$ cat src/rtl/coin_pulse_gen.sv
// Coin input conditioner: debounces raw coin inputs, queues credits and replays them as
// fixed-width pulses with a guaranteed gap. Define COIN_TOTAL_EN to add the coin_total counter.
module coin_pulse_gen #(
  parameter int NCOIN       = 2,
  parameter int DB_TICKS    = 30720,
  parameter int PULSE_TICKS = 614400,
  parameter int GAP_TICKS   = 614400,
  parameter int QMAX        = 7,
  parameter int QW          = $clog2(QMAX + 1)
) (
  input  logic             CLK,
  input  logic             RESET,
  input  logic             ENA_6,
  input  logic             clr,
  input  logic             lock,
  input  logic [NCOIN-1:0] coin_in,
  output logic             coin_out,
  output logic [QW-1:0]    pending,
  output logic             busy
`ifdef COIN_TOTAL_EN
  ,
  output logic [15:0]      coin_total
`endif
);

  localparam int DBW  = $clog2(DB_TICKS + 1);
  localparam int TMAX = (PULSE_TICKS > GAP_TICKS) ? PULSE_TICKS : GAP_TICKS;
  localparam int TW   = (TMAX > 1) ? $clog2(TMAX) : 1;
  localparam int CW   = $clog2(NCOIN + 1);
  localparam int SW   = QW + CW + 1;

  typedef enum logic [1:0] {
    S_IDLE  = 2'd0,
    S_PULSE = 2'd1,
    S_GAP   = 2'd2
  } state_t;

  state_t           state, state_next;
  logic [TW-1:0]    timer, timer_next;
  logic [QW-1:0]    pending_next;
  logic             start;
  logic [NCOIN-1:0] sync1, sync2, stable, stable_d, events;
  logic [DBW-1:0]   db_cnt [NCOIN];
  logic [CW-1:0]    ev_cnt;
  logic [SW-1:0]    sum;

  // Two-flop synchroniser and edge-detect history of the debounced levels
  always_ff @(posedge CLK or posedge RESET) begin
    if (RESET) begin
      sync1    <= '0;
      sync2    <= '0;
      stable_d <= '0;
    end else begin
      sync1    <= coin_in;
      sync2    <= sync1;
      stable_d <= stable;
    end
  end

  // Per-input debounce: a new level must persist for DB_TICKS enable ticks
  always_ff @(posedge CLK or posedge RESET) begin
    if (RESET) begin
      stable <= '0;
      for (int i = 0; i < NCOIN; i++) db_cnt[i] <= '0;
    end else begin
      for (int i = 0; i < NCOIN; i++) begin
        if (sync2[i] == stable[i]) begin
          db_cnt[i] <= '0;
        end else if (ENA_6) begin
          if (db_cnt[i] == DBW'(DB_TICKS - 1)) begin
            stable[i] <= sync2[i];
            db_cnt[i] <= '0;
          end else begin
            db_cnt[i] <= db_cnt[i] + 1'b1;
          end
        end
      end
    end
  end

  assign events = stable & ~stable_d;

  // Count simultaneous credit events and compute the saturating queue update
  always_comb begin
    ev_cnt = '0;
    for (int i = 0; i < NCOIN; i++) ev_cnt = ev_cnt + CW'(events[i]);
    sum = SW'(pending) + SW'(ev_cnt) - SW'(start);
    if (clr) begin
      pending_next = '0;
    end else if (sum > SW'(QMAX)) begin
      pending_next = QW'(QMAX);
    end else begin
      pending_next = sum[QW-1:0];
    end
  end

  // Pulse FSM next-state; lock is only honoured before a pulse begins
  always_comb begin
    state_next = state;
    timer_next = timer;
    start      = 1'b0;
    case (state)
      S_IDLE: begin
        if ((pending != '0) && !lock && !clr) begin
          state_next = S_PULSE;
          timer_next = '0;
          start      = 1'b1;
        end else begin
          timer_next = '0;
        end
      end
      S_PULSE: begin
        if (ENA_6) begin
          if (timer == TW'(PULSE_TICKS - 1)) begin
            state_next = S_GAP;
            timer_next = '0;
          end else begin
            timer_next = timer + 1'b1;
          end
        end else begin
          timer_next = timer;
        end
      end
      S_GAP: begin
        if (ENA_6) begin
          if (timer == TW'(GAP_TICKS - 1)) begin
            state_next = S_IDLE;
            timer_next = '0;
          end else begin
            timer_next = timer + 1'b1;
          end
        end else begin
          timer_next = timer;
        end
      end
      default: begin
        state_next = S_IDLE;
        timer_next = '0;
      end
    endcase
  end

  // State, queue and registered outputs
  always_ff @(posedge CLK or posedge RESET) begin
    if (RESET) begin
      state    <= S_IDLE;
      timer    <= '0;
      pending  <= '0;
      coin_out <= 1'b0;
      busy     <= 1'b0;
    end else begin
      state    <= state_next;
      timer    <= timer_next;
      pending  <= pending_next;
      coin_out <= (state_next == S_PULSE);
      busy     <= (state_next != S_IDLE);
    end
  end

`ifdef COIN_TOTAL_EN
  // Lifetime pulse counter, untouched by clr
  always_ff @(posedge CLK or posedge RESET) begin
    if (RESET) begin
      coin_total <= 16'd0;
    end else if (start) begin
      coin_total <= coin_total + 16'd1;
    end
  end
`endif

endmodule

$ cat config.mk
export PLATFORM = sky130hd
export DESIGN_NAME = coin_pulse_gen
export DESIGN_NICKNAME = d
export VERILOG_FILES = /design/src/rtl/coin_pulse_gen.sv
export SDC_FILE = /design/constraint.sdc
export NUM_CORES = 1
export LEC_CHECK = 0
export CAP_MARGIN = 20
export CORE_ASPECT_RATIO = 0.6
export CORE_MARGIN = 5
export CORE_UTILIZATION = 55
export CTS_CLUSTER_SIZE = 16
export DETAILED_ROUTE_END_ITERATION = 10
export PLACE_DENSITY = 0.82
export SLEW_MARGIN = 20
export SYNTH_ARGS = -nofsm -noshare
export SYNTH_HDL_FRONTEND = slang
export SYNTH_SLANG_ARGS = --single-unit
$ cat constraint.sdc
create_clock -name CLK -period 3.6 [get_ports CLK]
set_input_delay 0.72 -clock CLK [delete_from_list [all_inputs] [get_ports CLK]]
set_output_delay 0.72 -clock CLK [all_outputs]
set_load 0.02 [all_outputs]
==> flow_summary.ini <==
[clock_network]
cts_resized = 0
cts-root-buf = clkbuf_8
cts.sinks = 65
ctsHoldBuffers = 0
clkTransAtPathRegs_ns = 0.07
htreeDepth = 3
post-cts-setup-buffer-count = 0
cts_tree = done
clock_latency_ns = 0.34
clockBufferDepth = 2
cts_inserted_buffers = 9

[timing]
drv_slew = 0
period_needed_ns = 2.86
hold_viol = 0
slew_headroom = 0.470
setup_viol = 0
period_share = 0.794
clock_skew_ns = 0.00639
tightest_slew_ns = 0.793
fmax_ghz = 0.350
finalSetupTns_ns = 0
rsz0062_at_grt = false

[synthesis]
synthAdderAreaFrac = 0.0505
synth_top_area_cell = dfrtp_1
syn-num-nets = 389
syn_inst = 369
ys.flop_type = dfrtp_1
synth_edf_count = 0
ys_async_sr_fraction = 1.00
synth_seq_area_share = 0.462
synthTopCellsByArea = dfrtp_1 46%, xnor2_1 4.7%, nand2_1 3.9%, ha_1 3.9%, a31oi_1 3.7%
synth.avg_cell_area_um2 = 9.53
yosysWarnings = 0
netlist_area_mm2 = 0.00352
synth.top_cell.area_share = 0.462
synth_seq_cells = 65
yosys.area_share.simple = 0.236
synth-xor-area-share = 0.0548
muxShareOfSynthArea = 0.0181
synth_top_family_by_area = simple AND/OR/NAND/NOR gates
synth_compound_area_frac = 0.147
ys_types = 54

[routing]
drt_wl_total_um = 7170
avgViaCountPerCell = 5.99
final_antenna_net_count = 0
firstDrtPassIters = 5
wire_per_inst_um = 15.2
route.detailed.drc = 0
drt_iter0_drc = 288
vias = 2831

[job]
drv_cap = 0

[finish]
nets = 405
seqCellArea_mm2 = 0.00163
nFillCells = 505
antenna_cells = 0
final_common_cell = dfrtp_1
syn_to_final_growth_pct = 11.1
drive_above_1_share = 0.0874
layout_common_cells = 65 x dfrtp_1, 37 x nand2_1, 33 x nor2_1, 25 x a21oi_1, 21 x a31oi_1
multi_input_area_mm2 = 0.00178
final_util = 0.634

[setup_path]
crit_required_ns = 3.81
cp-end-kind = flip-flop
cp-start-kind = input port
crit_fanout = 5
critPathArrivalTime_ns = 3.07
criticalPathCategory = input port to flip-flop

[power]
p_seq_frac = 0.476
leakage_nw = 1.62
p_sw_uw = 514
p_per_area_mw_per_mm2 = 461
irDropWorstVdd_uv = 244
p_comb_frac = 0.179
sw_frac_of_total = 0.285
clkPwrFrac = 0.345
p_int_mw = 1.29

[hold_path]
hold_path.class = flip-flop to flip-flop

[global_route]
track_usage = 0.187
grt_first_pass_wirelength_um = 12200
grt_pass1_vias = 2545
antenna_found_initial = 0
grt-ovfl-total = 0
grt_max_degree = 33

[floorplanning]
row_count = 22
coreArea_mm2 = 0.00617
start_util = 0.571
fp.dieW_um = 113
dieArea_mm2 = 0.00815
die_h_um = 72.0
num_io_pins = 12

[placement]
finalWeightedCongestion = 0.876
port_buffers = 11
place_hpwl_um = 5060

[outcome]
status = complete, no violations
[logic make-up (layout without fill, tap and decap cells)]
family	count (synthesis)	count (layout)
adder cells (fa/ha/maj)	13	13
XOR/XNOR	22	22
AO/OA/AOI/OAI	84	84
AND/OR/NAND/NOR	154	154
buffers and inverters	25	45
multiplexers	6	6
flip-flops	65	65
[flip-flops by register name, summed over array words and instances (netlist names)]
name      cells
busy          1
coin_out      1
db_cnt       30
pending       3
stable        2
stable_d      2
state         2
sync1         2
sync2         2
timer        20
[layer usage]
layer | part of all wire | up-vias | track usage | wire length [µm]
met1 | 0.52 | 1373 | 0.278 | 3730
li1 | - | 1370 | - | -
met3 | 0.051 | 7 | 0.0525 | 369
met4 | 0.0093 | 0 | 0.0560 | 67
met5 | 0 | - | 0 | 0
met2 | 0.42 | 81 | 0.266 | 3000
[cells in the mapped netlist, types with 2 or more instances]
cell,instances
o21ai_0,17
nor4_1,3
nand4b_1,3
ha_1,11
and4_1,3
and3_1,9
a31oi_1,21
xor2_1,3
xnor2_1,19
nand4_1,9
or3_1,6
a21oi_1,25
dfrtp_1,65
fa_1,2
a22o_1,5
nand2_1,37
o31ai_1,2
o211ai_1,2
nor2_1,33
nor3_2,2
nand3_1,17
clkbuf_1,5
nand3b_1,2
nand2b_1,7
buf_4,3
a21o_1,2
nor3_1,7
inv_1,14
mux2i_1,3
mux2_2,3
a41oi_1,3
buf_2,3
nor2b_1,2
[critical path: stages]
cell and delay [ns]:
clkdlybuf4s50_1 0.55, nor2_1 0.09, and3_1 0.19, ha_1 0.32, fa_1 0.44, fa_1 0.46
xnor2_1 0.20, a31oi_1 0.11
[power groups by stage]
| stage | clock (mW) | combinational, mW | sequential (mW) |
|---|---|---|---|
| final | 0.621 | 0.323 | 0.857 |
| after global routing | 0.678 | 0.357 | 0.865 |
| after CTS | 0.641 | 0.325 | 0.856 |
| after detailed placement | 0 | 0.319 | 0.869 |
| after global placement | 0 | 0.305 | 0.865 |
| after floorplan | 0 | 0.210 | 0.875 |
[area by class of cell]
class                           instances  share of cell area
Multi-Input combinational cell        279               0.456
Sequential cell                        65               0.416
Clock buffer                           12              0.0397
Timing Repair Buffer                   16              0.0378
Tap cell                               84              0.0269
Inverter                               14              0.0134
Clock inverter                          3              0.0102
[per-stage QoR]
| step | instance area (µm²) | hold WS, ns | total power, mW | setup WS (ns) | cells |
|---|---|---|---|---|---|
| global placement | 3710 | 0.334 | 1.17 | 0.478 | 458 |
| detailed placement | 3710 | 0.345 | 1.19 | 0.415 | 458 |
| global route | 3910 | 0.365 | 1.90 | 0.658 | 473 |
| finish | 3910 | 0.359 | 1.80 | 0.743 | 473 |
| CTS | 3910 | 0.362 | 1.82 | 0.755 | 473 |
| floorplan | 3520 | 0.331 | 1.08 | 0.993 | 369 |
[final timing paths]
kind | end | slack [ns] | from | depth (start not counted)
hold / removal | sync2[1] | 0.36 | sync1[1] | 0
setup reg to reg | pending[2] | 0.89 | pending[1] | 7
max in group asynchronous | sync1[0] | 2.09 | RESET | 3
min in group asynchronous | busy | 0.81 | RESET | 2
hold reg to reg | sync2[1] | 0.36 | sync1[1] | 0
setup / recovery | pending[2] | 0.74 | clr | 8
No activity file was read; power rests on OpenSTA's default activity.
